[src/rtl/bwt_pkg.sv]
// Shared definitions for the BWT pipeline (sorter -> RLE encoder -> packer).
//   SYM_W / RUN_W : widths of a run symbol and of a run length
//   rle_state_t   : RLE encoder control states
//   rle_pair_t    : one (symbol, run, last) pair as handed to the packer
package bwt_pkg;

  localparam int SYM_W = 8;
  localparam int RUN_W = 8;

  typedef enum logic [1:0] {
    IDLE,
    SCAN,
    EMIT,
    DONE
  } rle_state_t;

  typedef struct packed {
    logic [SYM_W-1:0] symbol;
    logic [RUN_W-1:0] run;
    logic             last;
  } rle_pair_t;

endpackage

[src/rtl/bwt_rle_encoder.sv]
// Run-length encoder for a completed BWT string.
// Captures the parallel byte array on bwt_valid, scans it one byte per cycle
// and emits (symbol, run) pairs over a valid/ready handshake.
// Ports:
//   clk, rst_n        clock, asynchronous active-low reset
//   bwt_string        STRING_LEN bytes from the sorter, index 0 first
//   bwt_valid         one-cycle capture pulse (ignored unless idle)
//   busy              high from capture until the DONE state exits
//   out_valid/ready   pair handshake
//   out_symbol/run    current pair, run in 1..MAX_RUN
//   out_last          marks the final pair of the string
//   done              one-cycle pulse after the last pair is accepted
//   pair_count        (only with BWT_RLE_STATS_EN) accepted pairs since capture
// Optional feature macro: BWT_RLE_STATS_EN
module bwt_rle_encoder
  import bwt_pkg::*;
#(
  parameter int STRING_LEN = 32,
  parameter int MAX_RUN    = 255
) (
  input  logic             clk,
  input  logic             rst_n,
  input  logic [SYM_W-1:0] bwt_string [STRING_LEN-1:0],
  input  logic             bwt_valid,
  output logic             busy,
  output logic             out_valid,
  input  logic             out_ready,
  output logic [SYM_W-1:0] out_symbol,
  output logic [RUN_W-1:0] out_run,
  output logic             out_last,
`ifdef BWT_RLE_STATS_EN
  output logic [7:0]       pair_count,
`endif
  output logic             done
);

  localparam int IDX_W  = $clog2(STRING_LEN + 1);
  localparam int RD_W   = (STRING_LEN > 1) ? $clog2(STRING_LEN) : 1;
  localparam logic [IDX_W-1:0] LAST_IDX = IDX_W'(STRING_LEN);
  localparam logic [RUN_W-1:0] RUN_MAX  = RUN_W'(MAX_RUN);

  rle_state_t       state;
  logic [SYM_W-1:0] str_buf [STRING_LEN-1:0];
  logic [SYM_W-1:0] sym;
  logic [RUN_W-1:0] run;
  logic [IDX_W-1:0] idx;
  logic [RD_W-1:0]  rd_idx;
  rle_pair_t        pair_q;

  // idx reaches STRING_LEN only as the end marker; the buffer is never read then.
  assign rd_idx = idx[RD_W-1:0];

  assign out_symbol = pair_q.symbol;
  assign out_run    = pair_q.run;
  assign out_last   = pair_q.last;

  always_ff @(posedge clk or negedge rst_n) begin
    if (!rst_n) begin
      state     <= IDLE;
      busy      <= 1'b0;
      out_valid <= 1'b0;
      done      <= 1'b0;
      pair_q    <= '0;
      sym       <= '0;
      run       <= '0;
      idx       <= '0;
      for (int unsigned i = 0; i < STRING_LEN; i++) str_buf[i] <= '0;
`ifdef BWT_RLE_STATS_EN
      pair_count <= '0;
`endif
    end else begin
      case (state)
        IDLE: begin
          done <= 1'b0;
          if (bwt_valid) begin
            str_buf <= bwt_string;
            sym     <= bwt_string[0];
            run     <= RUN_W'(1);
            idx     <= IDX_W'(1);
            busy    <= 1'b1;
            state   <= SCAN;
`ifdef BWT_RLE_STATS_EN
            pair_count <= '0;
`endif
          end
        end
        SCAN: begin
          if (idx == LAST_IDX) begin
            pair_q    <= '{symbol: sym, run: run, last: 1'b1};
            out_valid <= 1'b1;
            state     <= EMIT;
          end else if (str_buf[rd_idx] == sym && run < RUN_MAX) begin
            run <= run + RUN_W'(1);
            idx <= idx + IDX_W'(1);
          end else begin
            // idx stays put: the breaking byte seeds the next run after EMIT.
            pair_q    <= '{symbol: sym, run: run, last: 1'b0};
            out_valid <= 1'b1;
            state     <= EMIT;
          end
        end
        EMIT: begin
          if (out_ready) begin
            out_valid <= 1'b0;
`ifdef BWT_RLE_STATS_EN
            pair_count <= pair_count + 8'd1;
`endif
            if (pair_q.last) begin
              done  <= 1'b1;
              state <= DONE;
            end else begin
              sym   <= str_buf[rd_idx];
              run   <= RUN_W'(1);
              idx   <= idx + IDX_W'(1);
              state <= SCAN;
            end
          end
        end
        DONE: begin
          done  <= 1'b0;
          busy  <= 1'b0;
          state <= IDLE;
        end
        default: state <= IDLE;
      endcase
    end
  end

endmodule

[config.mk]
export PLATFORM = sky130hd
export DESIGN_NAME = bwt_rle_encoder
export DESIGN_NICKNAME = d
export VERILOG_FILES = /design/src/rtl/bwt_pkg.sv /design/src/rtl/bwt_rle_encoder.sv
export SDC_FILE = /design/constraint.sdc
export NUM_CORES = 1
export LEC_CHECK = 0
export BUFFER_PORTS_ARGS = -buffer_cell sky130_fd_sc_hd__buf_4
export CAP_MARGIN = 40
export CELL_PAD_IN_SITES_DETAIL_PLACEMENT = 0
export CELL_PAD_IN_SITES_GLOBAL_PLACEMENT = 1
export CORE_UTILIZATION = 49
export DETAILED_ROUTE_END_ITERATION = 7
export PLACE_DENSITY = 0.95
export SLEW_MARGIN = 20
export SYNTH_ARGS = -nofsm -noshare
export SYNTH_HDL_FRONTEND = slang
export SYNTH_SLANG_ARGS = --single-unit
[constraint.sdc]
create_clock -name clk -period 6.6 [get_ports clk]
set_input_delay 1.32 -clock clk [delete_from_list [all_inputs] [get_ports clk]]
set_output_delay 1.32 -clock clk [all_outputs]
set_load 0.03 [all_outputs]
; ---- Word level (Yosys, flattened, before mapping)
; Index checks and enable logic that the tools add are counted.
[word_totals]
ff_bits = 300
input_bits = 260
output_inout_bits = 20
wordCells = 110
[op_classes]
add_sub_neg = 2
reduce_logical = 16
eq_ne = 13
order_cmp = 2
n_mux = 35
[op_table]
columns = op, n
row1 = $mux 8, 9
row2 = $bmux 8 s5, 1
row3 = $mux 17, 2
row4 = $mux 6, 5
row5 = $pmux 8 s3, 1
row6 = $pmux 6 s3, 1
row7 = $pmux 8 s2, 1
row8 = $ne 2x2->1 const B, 7
row9 = $mux 2, 5
row10 = $reduce_and 3->1, 3
row11 = $add 8x1->8 const B, 1
row12 = $eq 8x8->1, 1
row13 = $lt 8x8->1 const B, 1
row14 = $pmux 2 s4, 1
row15 = $reduce_bool 2->1, 4
row16 = $add 6x1->6 const B, 1
row17 = $eq 6x6->1 const B, 1
row18 = $lt 5x6->1 const B, 1
row19 = $mux 1, 6
row20 = $pmux 1 s2, 3
row21 = $reduce_and 2->1, 3
row22 = $reduce_and 6->1, 1
row23 = $eq 2x2->1 const B, 2
row24 = $reduce_and 4->1, 1
row25 = other kinds (6), 6

; ---- Logic depth before layout (Yosys ltp)
; Gate-level depths: netlist (run 1).
[depth]
word_depth = 7
ltp_mapped = 15
mapped_depth_nobuf = 9

; ---- Least setup slack after synthesis (run 1)
; OpenSTA, ideal clock, no wires.
[synth_path]
kind = register -> register
start = reg idx[0]
end = reg pair_q, in the netlist out_run[0]
period_less_slack_ns = 3.342
setup_time_ns = 0.125
stages_incl_launch_ff = 16
t_arrival_ns = 3.217
required_ns = 6.475
setup_slack_ns = 3.258
path_buffers = 6
path_cell_list = dfrtp_1 buf_6 buf_6 buf_6 buf_4 buf_4 inv_1 ha_1 and4_1 nor2_1 or4bb_1 a211oi_2 nand4_2 nand2_1 buf_4 mux2_2
[synth_between]
elab_chain_len = 6
elab_cells_between_ends = 8
classes_between = eq/ne (3) / mux (3) / reduce/logical (2)
[synth_rtl]
columns = element, line
row1 = "start, declared", bwt_rle_encoder.sv:46  ; logic [IDX_W-1:0] idx;
row2 = "start signal, assigned", bwt_rle_encoder.sv:94  ; idx <= idx + IDX_W'(1);
row3 = "start signal, assigned", bwt_rle_encoder.sv:114  ; idx <= idx + IDX_W'(1);
row4 = $bmux 8 s5, bwt_rle_encoder.sv:92  ; end else if (str_buf[rd_idx] == sym && run < RUN_MAX) begin
row5 = $mux 8 (not written as such), bwt_rle_encoder.sv:92
row6 = $eq 8x8->1, bwt_rle_encoder.sv:92
row7 = $logic_and 1x1->1, bwt_rle_encoder.sv:92
row8 = $ne 2x2->1 (no source line), -
row9 = $reduce_and 2->1 (no source line), -
row10 = "end signal, assigned", bwt_rle_encoder.sv:89  ; pair_q <= '{symbol: sym, run: run, last: 1'b1};
row11 = "end signal, assigned", bwt_rle_encoder.sv:97  ; pair_q <= '{symbol: sym, run: run, last: 1'b0};
row12 = "end, declared", bwt_rle_encoder.sv:48  ; rle_pair_t pair_q;
; Parallel ways exist; a longest one is shown, timed or not. The select of a mux whose other input is x is not followed.
; A chain may end at the register's enable or synchronous reset.

; ---- Final worst setup path (run 1)
[layout_path]
start = reg idx[0]
end = reg pair_q, in the netlist out_symbol[0]
; The elaborated chain is that of the path after synthesis.

==> results of run 1 <==
## per-layer routing
metal  share of wire  wire length [µm]  global-route usage
met5               0                 0                   0
met4           0.038              1380               0.108
met3           0.070              2520              0.0556
met2            0.47             17000               0.397
met1            0.42             15000               0.350
## layout by cell type (no fill, tap or decap), types with 4 or more instances in the layout
cell | Yosys | routed
o21ai_0 | 14 | 14
dfrtp_1 | 300 | 298
nor3_1 | 16 | 16
buf_4 | 7 | 285
a22oi_1 | 7 | 7
ha_1 | 7 | 7
bufinv_16 | 0 | 4
a21oi_1 | 14 | 14
a211oi_2 | 5 | 5
mux2_2 | 276 | 276
clkbuf_16 | 0 | 35
clkbuf_1 | 42 | 7
a22o_1 | 11 | 11
clkinv_2 | 0 | 6
and3_1 | 6 | 6
nand3_1 | 6 | 6
mux4_2 | 51 | 51
nand2_1 | 33 | 32
clkbuf_8 | 0 | 4
nor2_1 | 6 | 6
a211oi_1 | 4 | 4
inv_1 | 13 | 13
a2bb2oi_1 | 8 | 8
mux2i_1 | 28 | 28
nor2b_1 | 4 | 4
o211ai_1 | 9 | 9
or4_1 | 6 | 6
o21a_1 | 4 | 4
o221ai_1 | 10 | 10
## flip-flops by register name, summed over array words and instances (netlist names)
signal,count
busy,1
done,1
idx,6
out_last,1
out_run,8
out_symbol,8
out_valid,1
run,8
state,2
str_buf,256
sym,8
## layout make-up
cell class              instances  area (µm²)
fillers                      2113       10300
flip-flops and latches        300        7510
multi-input cells             569        6000
repair buffers                293        2300
clock buffers                  46         957
well taps                     378         473
clock inverters                13         191
inverters                      14        52.6
diodes                          1        2.50
## cells in the mapped netlist, drive strengths merged (10+ instances only)
cell type / number
o221ai: 10
nor3: 16
buf: 22
o21ai: 15
dfrtp: 300
nand2: 33
clkbuf: 42
a22o: 11
inv: 13
mux2i: 28
mux4: 51
a21oi: 14
mux2: 276
## final timing paths
path / startpoint / endpoint / slack (ns)
worst max-delay path: idx[0] / out_symbol[0] / 2.02
worst min-delay path: str_buf[239] / str_buf[239] / 0.50
worst max register to register: idx[0] / out_symbol[0] / 2.02
worst min register to register: str_buf[239] / str_buf[239] / 0.50
max in group asynchronous: rst_n / str_buf[162] / 4.56
min in group asynchronous: rst_n / str_buf[44] / 0.86
## stage by stage
stage	setup slack (ns)	cell area [µm²]	hold slack [ns]	utilization	total power, mW
floorplan	3.26	13900	0.474	-	5.71
global placement	1.61	16200	0.482	0.584	6.52
detailed placement	1.43	16300	0.488	0.586	6.68
CTS	1.48	17400	0.502	0.627	8.64
global route	1.78	17500	0.514	0.629	9.12
finish	2.02	17500	0.502	0.629	8.66
## kinds of logic (layout without fill, tap and decap cells)
kind of cell             count (synthesis)  count (layout)
multiplexers                           355             355
buffers and inverters                   78             366
adder cells (fa/ha/maj)                  7               7
AND/OR/NAND/NOR                        103             103
flip-flops                             300             300
AO/OA/AOI/OAI                          104             104
other                                    0               1
## power groups by stage
stage	registers [mW]	clock network, mW	logic [mW]
CTS	3.38	1.96	3.30
finish	3.31	1.92	3.42
detailed placement	3.40	0	3.28
global placement	3.36	0	3.17
global route	3.41	2.04	3.67
floorplan	3.11	0	2.60
==> impl_metrics.yaml, run 1 <==
outcome:
  status: "finished clean"
timing:
  timing_hold_violations_final: 0
  worstMarginPinSlew_ns: 0.917
  rsz0062_at_grt: "no"
  timing.final.crit_share: 0.693
  fin_crit_ns: 4.58
  maxSlewViolCount: 0
  tns_ns: 0
  setup_viol: 0
  clock_skew_ns: 0.0356
  relSlewSlack: 0.389
  fmaxAchievable_ghz: 0.219
worst_setup_path:
  critPathTopFamily: "simple AND/OR/NAND/NOR gates"
  critical_path_required_ns: 6.98
  cp_max_fo: 40
  cp_data_arrival_time_ns: 4.96
  cp-end-kind: "register"
  max_stage_delay_ns: 0.57
  path_cells: "buf_16 > buf_4 > or3b_2 > o221ai_1 > a211oi_1 > or4bb_1 > a211oi_2 > nand4_2 > nand2_1 > buf_8 > mux2_2"
  cp-start-kind: "register"
  critPathSlowestCell: "or3b_2"
  cp_num_cells: 11
  rr_worst_depth: 11
  crit_type: "register to register"
  crit_buf_inv: 3
clock_tree:
  h-tree-depth: 2
  clk_latency_ns: 0.52
  cts_max_path_buffers: 3
  cts_made_buffers: 34
  cts_tree: "yes"
  cts_setup_buffers: 0
  cts_hold_buf: 0
  cts.sinks: 300
  clk_pin_slew_worst_paths_ns: 0.06
  cts_root_buf: "clkbuf_16"
  cts_resized: 0
synth:
  synth.top_cells.by_area: "dfrtp_1 (54%), mux2_2 (22%), mux4_2 (8.3%)"
  synth.area.mux_share: 0.327
  synth-simple-area-share: 0.0419
  synth_fa_ha_area_frac: 0.00632
  yosysTopAreaCell: "dfrtp_1"
  async_reset_ff_frac: 1.00
  yosys_register_bits: 300
  yosysTopAreaCellShare: 0.542
  yosysWarnings: 0
  synth_xor_area_frac: 0
  synth_nets: 1214
  ys_types: 56
  synth_top_family_by_area: "multiplexers"
  synth_enable_flop_cells: 0
  ys_seq_area_frac: 0.542
  synth-compound-area-share: 0.0567
  syn_inst: 947
  ys.flop_type: "dfrtp_1"
  avgSynthCellArea_um2: 14.6
  synth_area_mm2: 0.0139
die:
  die_area_mm2: 0.0290
  initial_core_util: 0.499
  die_h_um: 170
  ios: 280
  rows: 61
  core_mm2: 0.0278
  die_w_um: 170
finish:
  finish.net_count: 1479
  areaGrowthSynthToFinish_pct: 26.2
  drive_above_1_share: 0.558
  final_cells: 1614
power_and_ir_drop:
  combPwrFrac: 0.395
  pwr-share-clk: 0.222
  power.switching_mw: 2.86
  power_density_mw_per_mm2: 495
  peakVddDrop_v: 0.000242
  p_int_mw: 5.80
  switching_share: 0.330
  p_leak_nw: 7.80
  sequentialPowerShare: 0.382
placement:
  place_congestion: 0.924
  dp.cells: 1551
  dp.final_hpwl_um: 25900
  io_buffers: 279
global_routing:
  grt_max_degree: 152
  grt_pass1_vias: 9602
  antenna_found_initial: 1
  grtUsageTotal: 0.256
  grt_pass1_wl_um: 55100
  grt_overflow: 0
worst_hold_path:
  hp-class: "register to register"
  hold_path_depth: 1
detailed_routing:
  vias: 9259
  antenna_left: 0
  drc_errors: 0
  wl_per_cell_um: 22.2
  drt_pre_antenna_iters: 5
  wl_um: 35900
  drt_iter0_markers: 785
  vias_per_cell: 5.74
run:
  cap_violations: 0
No activity file was read; power rests on OpenSTA's default activity.
==> run 2, diff against run 1 <==
CORE_UTILIZATION = 41   (was 49)
PLACE_DENSITY = 0.88   (was 0.95)
clock period = 3.8 ns   (was 6.6 ns; I/O delays follow)
==> run 2 against run 1 <==
Non-clock buffer count increased by 22; critical path depth down 1; fmax grew 32%; utilization shrank 8.5 points; power is 78% higher; cell area increased by 2.3%; largest cell class unchanged; register-to-register slack lost 1.7 ns; global-route usage decreased by 3.5 points; sequential cell count stayed put; final cell count grew 5.8%; die area grew 19%; clock skew is 0.011 ns lower.
==> impl_metrics.yaml, run 2 (synthesized netlist as in run 1, its figures left out) <==
outcome:
  status: "finished clean"
clock_tree:
  h-tree-depth: 2
  cts_hold_buf: 0
  clk_latency_ns: 0.53
  cts_tree: "yes"
  cts_made_buffers: 34
  cts_resized: 0
  clk_pin_slew_worst_paths_ns: 0.06
  cts.sinks: 300
  cts_max_path_buffers: 3
  cts_root_buf: "clkbuf_16"
  cts_setup_buffers: 0
placement:
  place_area_mm2: 0.0166
  place_congestion: 0.852
  io_buffers: 279
  dp.final_hpwl_um: 28000
power_and_ir_drop:
  sequentialPowerShare: 0.370
  power.switching_mw: 5.02
  p_int_mw: 10.4
  peakVddDrop_v: 0.000380
  pwr-share-clk: 0.233
  switching_share: 0.326
  combPwrFrac: 0.397
  p_leak_nw: 7.97
  power_density_mw_per_mm2: 862
timing:
  setup_viol: 0
  fin_crit_ns: 3.46
  timing.final.crit_share: 0.910
  maxSlewViolCount: 0
  tns_ns: 0
  relSlewSlack: 0.448
  rsz0062_at_grt: "no"
  worstMarginPinSlew_ns: 0.828
  timing_hold_violations_final: 0
  clock_skew_ns: 0.0247
  fmaxAchievable_ghz: 0.289
  hold_slack_ns: 0.235
detailed_routing:
  wl_um: 37200
  dr.max_layer_used: "met4"
  vias_per_cell: 5.39
  antenna_left: 0
  met1_length_um: 15600
  drt_pre_antenna_iters: 4
  vias: 9207
  wl_met2_um: 17600
  drt_iter0_markers: 600
  drc_errors: 0
  wl_per_cell_um: 21.8
  met3_length_um: 2660
finish:
  largest-register: "str_buf"
  finalInstanceArea_mm2: 0.0179
  layout_commonest_cell: "buf_4"
  finish.net_count: 1501
  drive_above_1_share: 0.570
  fillers: 2736
  largest_register_ffs: 256
  areaGrowthSynthToFinish_pct: 29.1
  most-common-layout-cells: "buf_4 (304), dfrtp_1 (298), mux2_2 (276)"
worst_setup_path:
  r2r_setup_slack_ns: 0.34
  cp-end-kind: "register"
  cp_max_fo: 20
  worstSetupStartpoint: "idx[0]"
  cp-start-kind: "register"
  critical_path_required_ns: 4.18
  worstReg2RegStart: "idx[0]"
  crit_type: "register to register"
  cp_data_arrival_time_ns: 3.84
die:
  initial_core_util: 0.422
  die_area_mm2: 0.0345
  ios: 280
  rows: 66
  die_w_um: 186
  die_h_um: 186
  core_mm2: 0.0329
global_routing:
  grt_overflow: 0
  antenna_found_initial: 7
  grtUsageTotal: 0.221
  grt_pass1_wl_um: 56700
  grt_max_degree: 82
  grt_pass1_vias: 9756
run:
  cap_violations: 0
worst_hold_path:
  hp-class: "input port to async pin"
## run 2: path summary, 6_finish.rpt
kind                       cells past startpoint      endpoint
max                                           10        run[7]
min                                            1   str_buf[10]
min reg2reg                                    1   str_buf[87]
max in group asynchronous                      2   str_buf[89]
min in group clk                               2  str_buf[107]
max reg2reg                                   10        run[7]
## run 2: cell type report
cell class | instances | area, µm² | share of cell area
multi-input combinational | 569 | 6000 | 0.335
inverter | 14 | 52.6 | 0.00294
tap | 442 | 553 | 0.0309
sequential | 300 | 7510 | 0.420
antenna | 7 | 17.5 | 0.000979
timing repair buffer | 315 | 2500 | 0.140
clock buffer | 45 | 993 | 0.0555
clock inverter | 16 | 259 | 0.0145
## run 2: worst max-delay path, cell delays in order, from the launching register on
cell and delay [ns]:
dfrtp_4 0.59, buf_12 0.23, mux4_2 0.53, a22o_1 0.27
nor4b_2 0.34, nor3_1 0.09, nor4b_2 0.35, nand4_2 0.20
buf_4 0.25, o311ai_0 0.34, nand3_1 0.12
## run 2: metal layers
layer	GRT usage	vias up
met5	0	-
li1	-	4154
met1	0.289	4689
met2	0.344	291
met3	0.0599	73
met4	0.0987	0
## run 2: power by group through the flow
stage	combinational (mW)	sequential (mW)	clock (mW)
floorplan	4.52	5.39	0
global placement	5.99	5.65	0
detailed placement	6.15	5.74	0
CTS	6.17	5.69	3.66
global route	6.59	5.88	3.80
finish	6.12	5.71	3.59
## run 2: per-stage QoR
stage          power (mW)  instances  utilization  worst slack (ns)
3_3_place_gp         11.6       1640        0.506             0.349
5_1_grt              16.3       1707        0.544             0.125
6_report             15.4       1708        0.544             0.343
3_5_place_dp         11.9       1640        0.506             0.338
2_1_floorplan        9.91        947            -             0.458
4_1_cts              15.5       1701        0.544             0.322
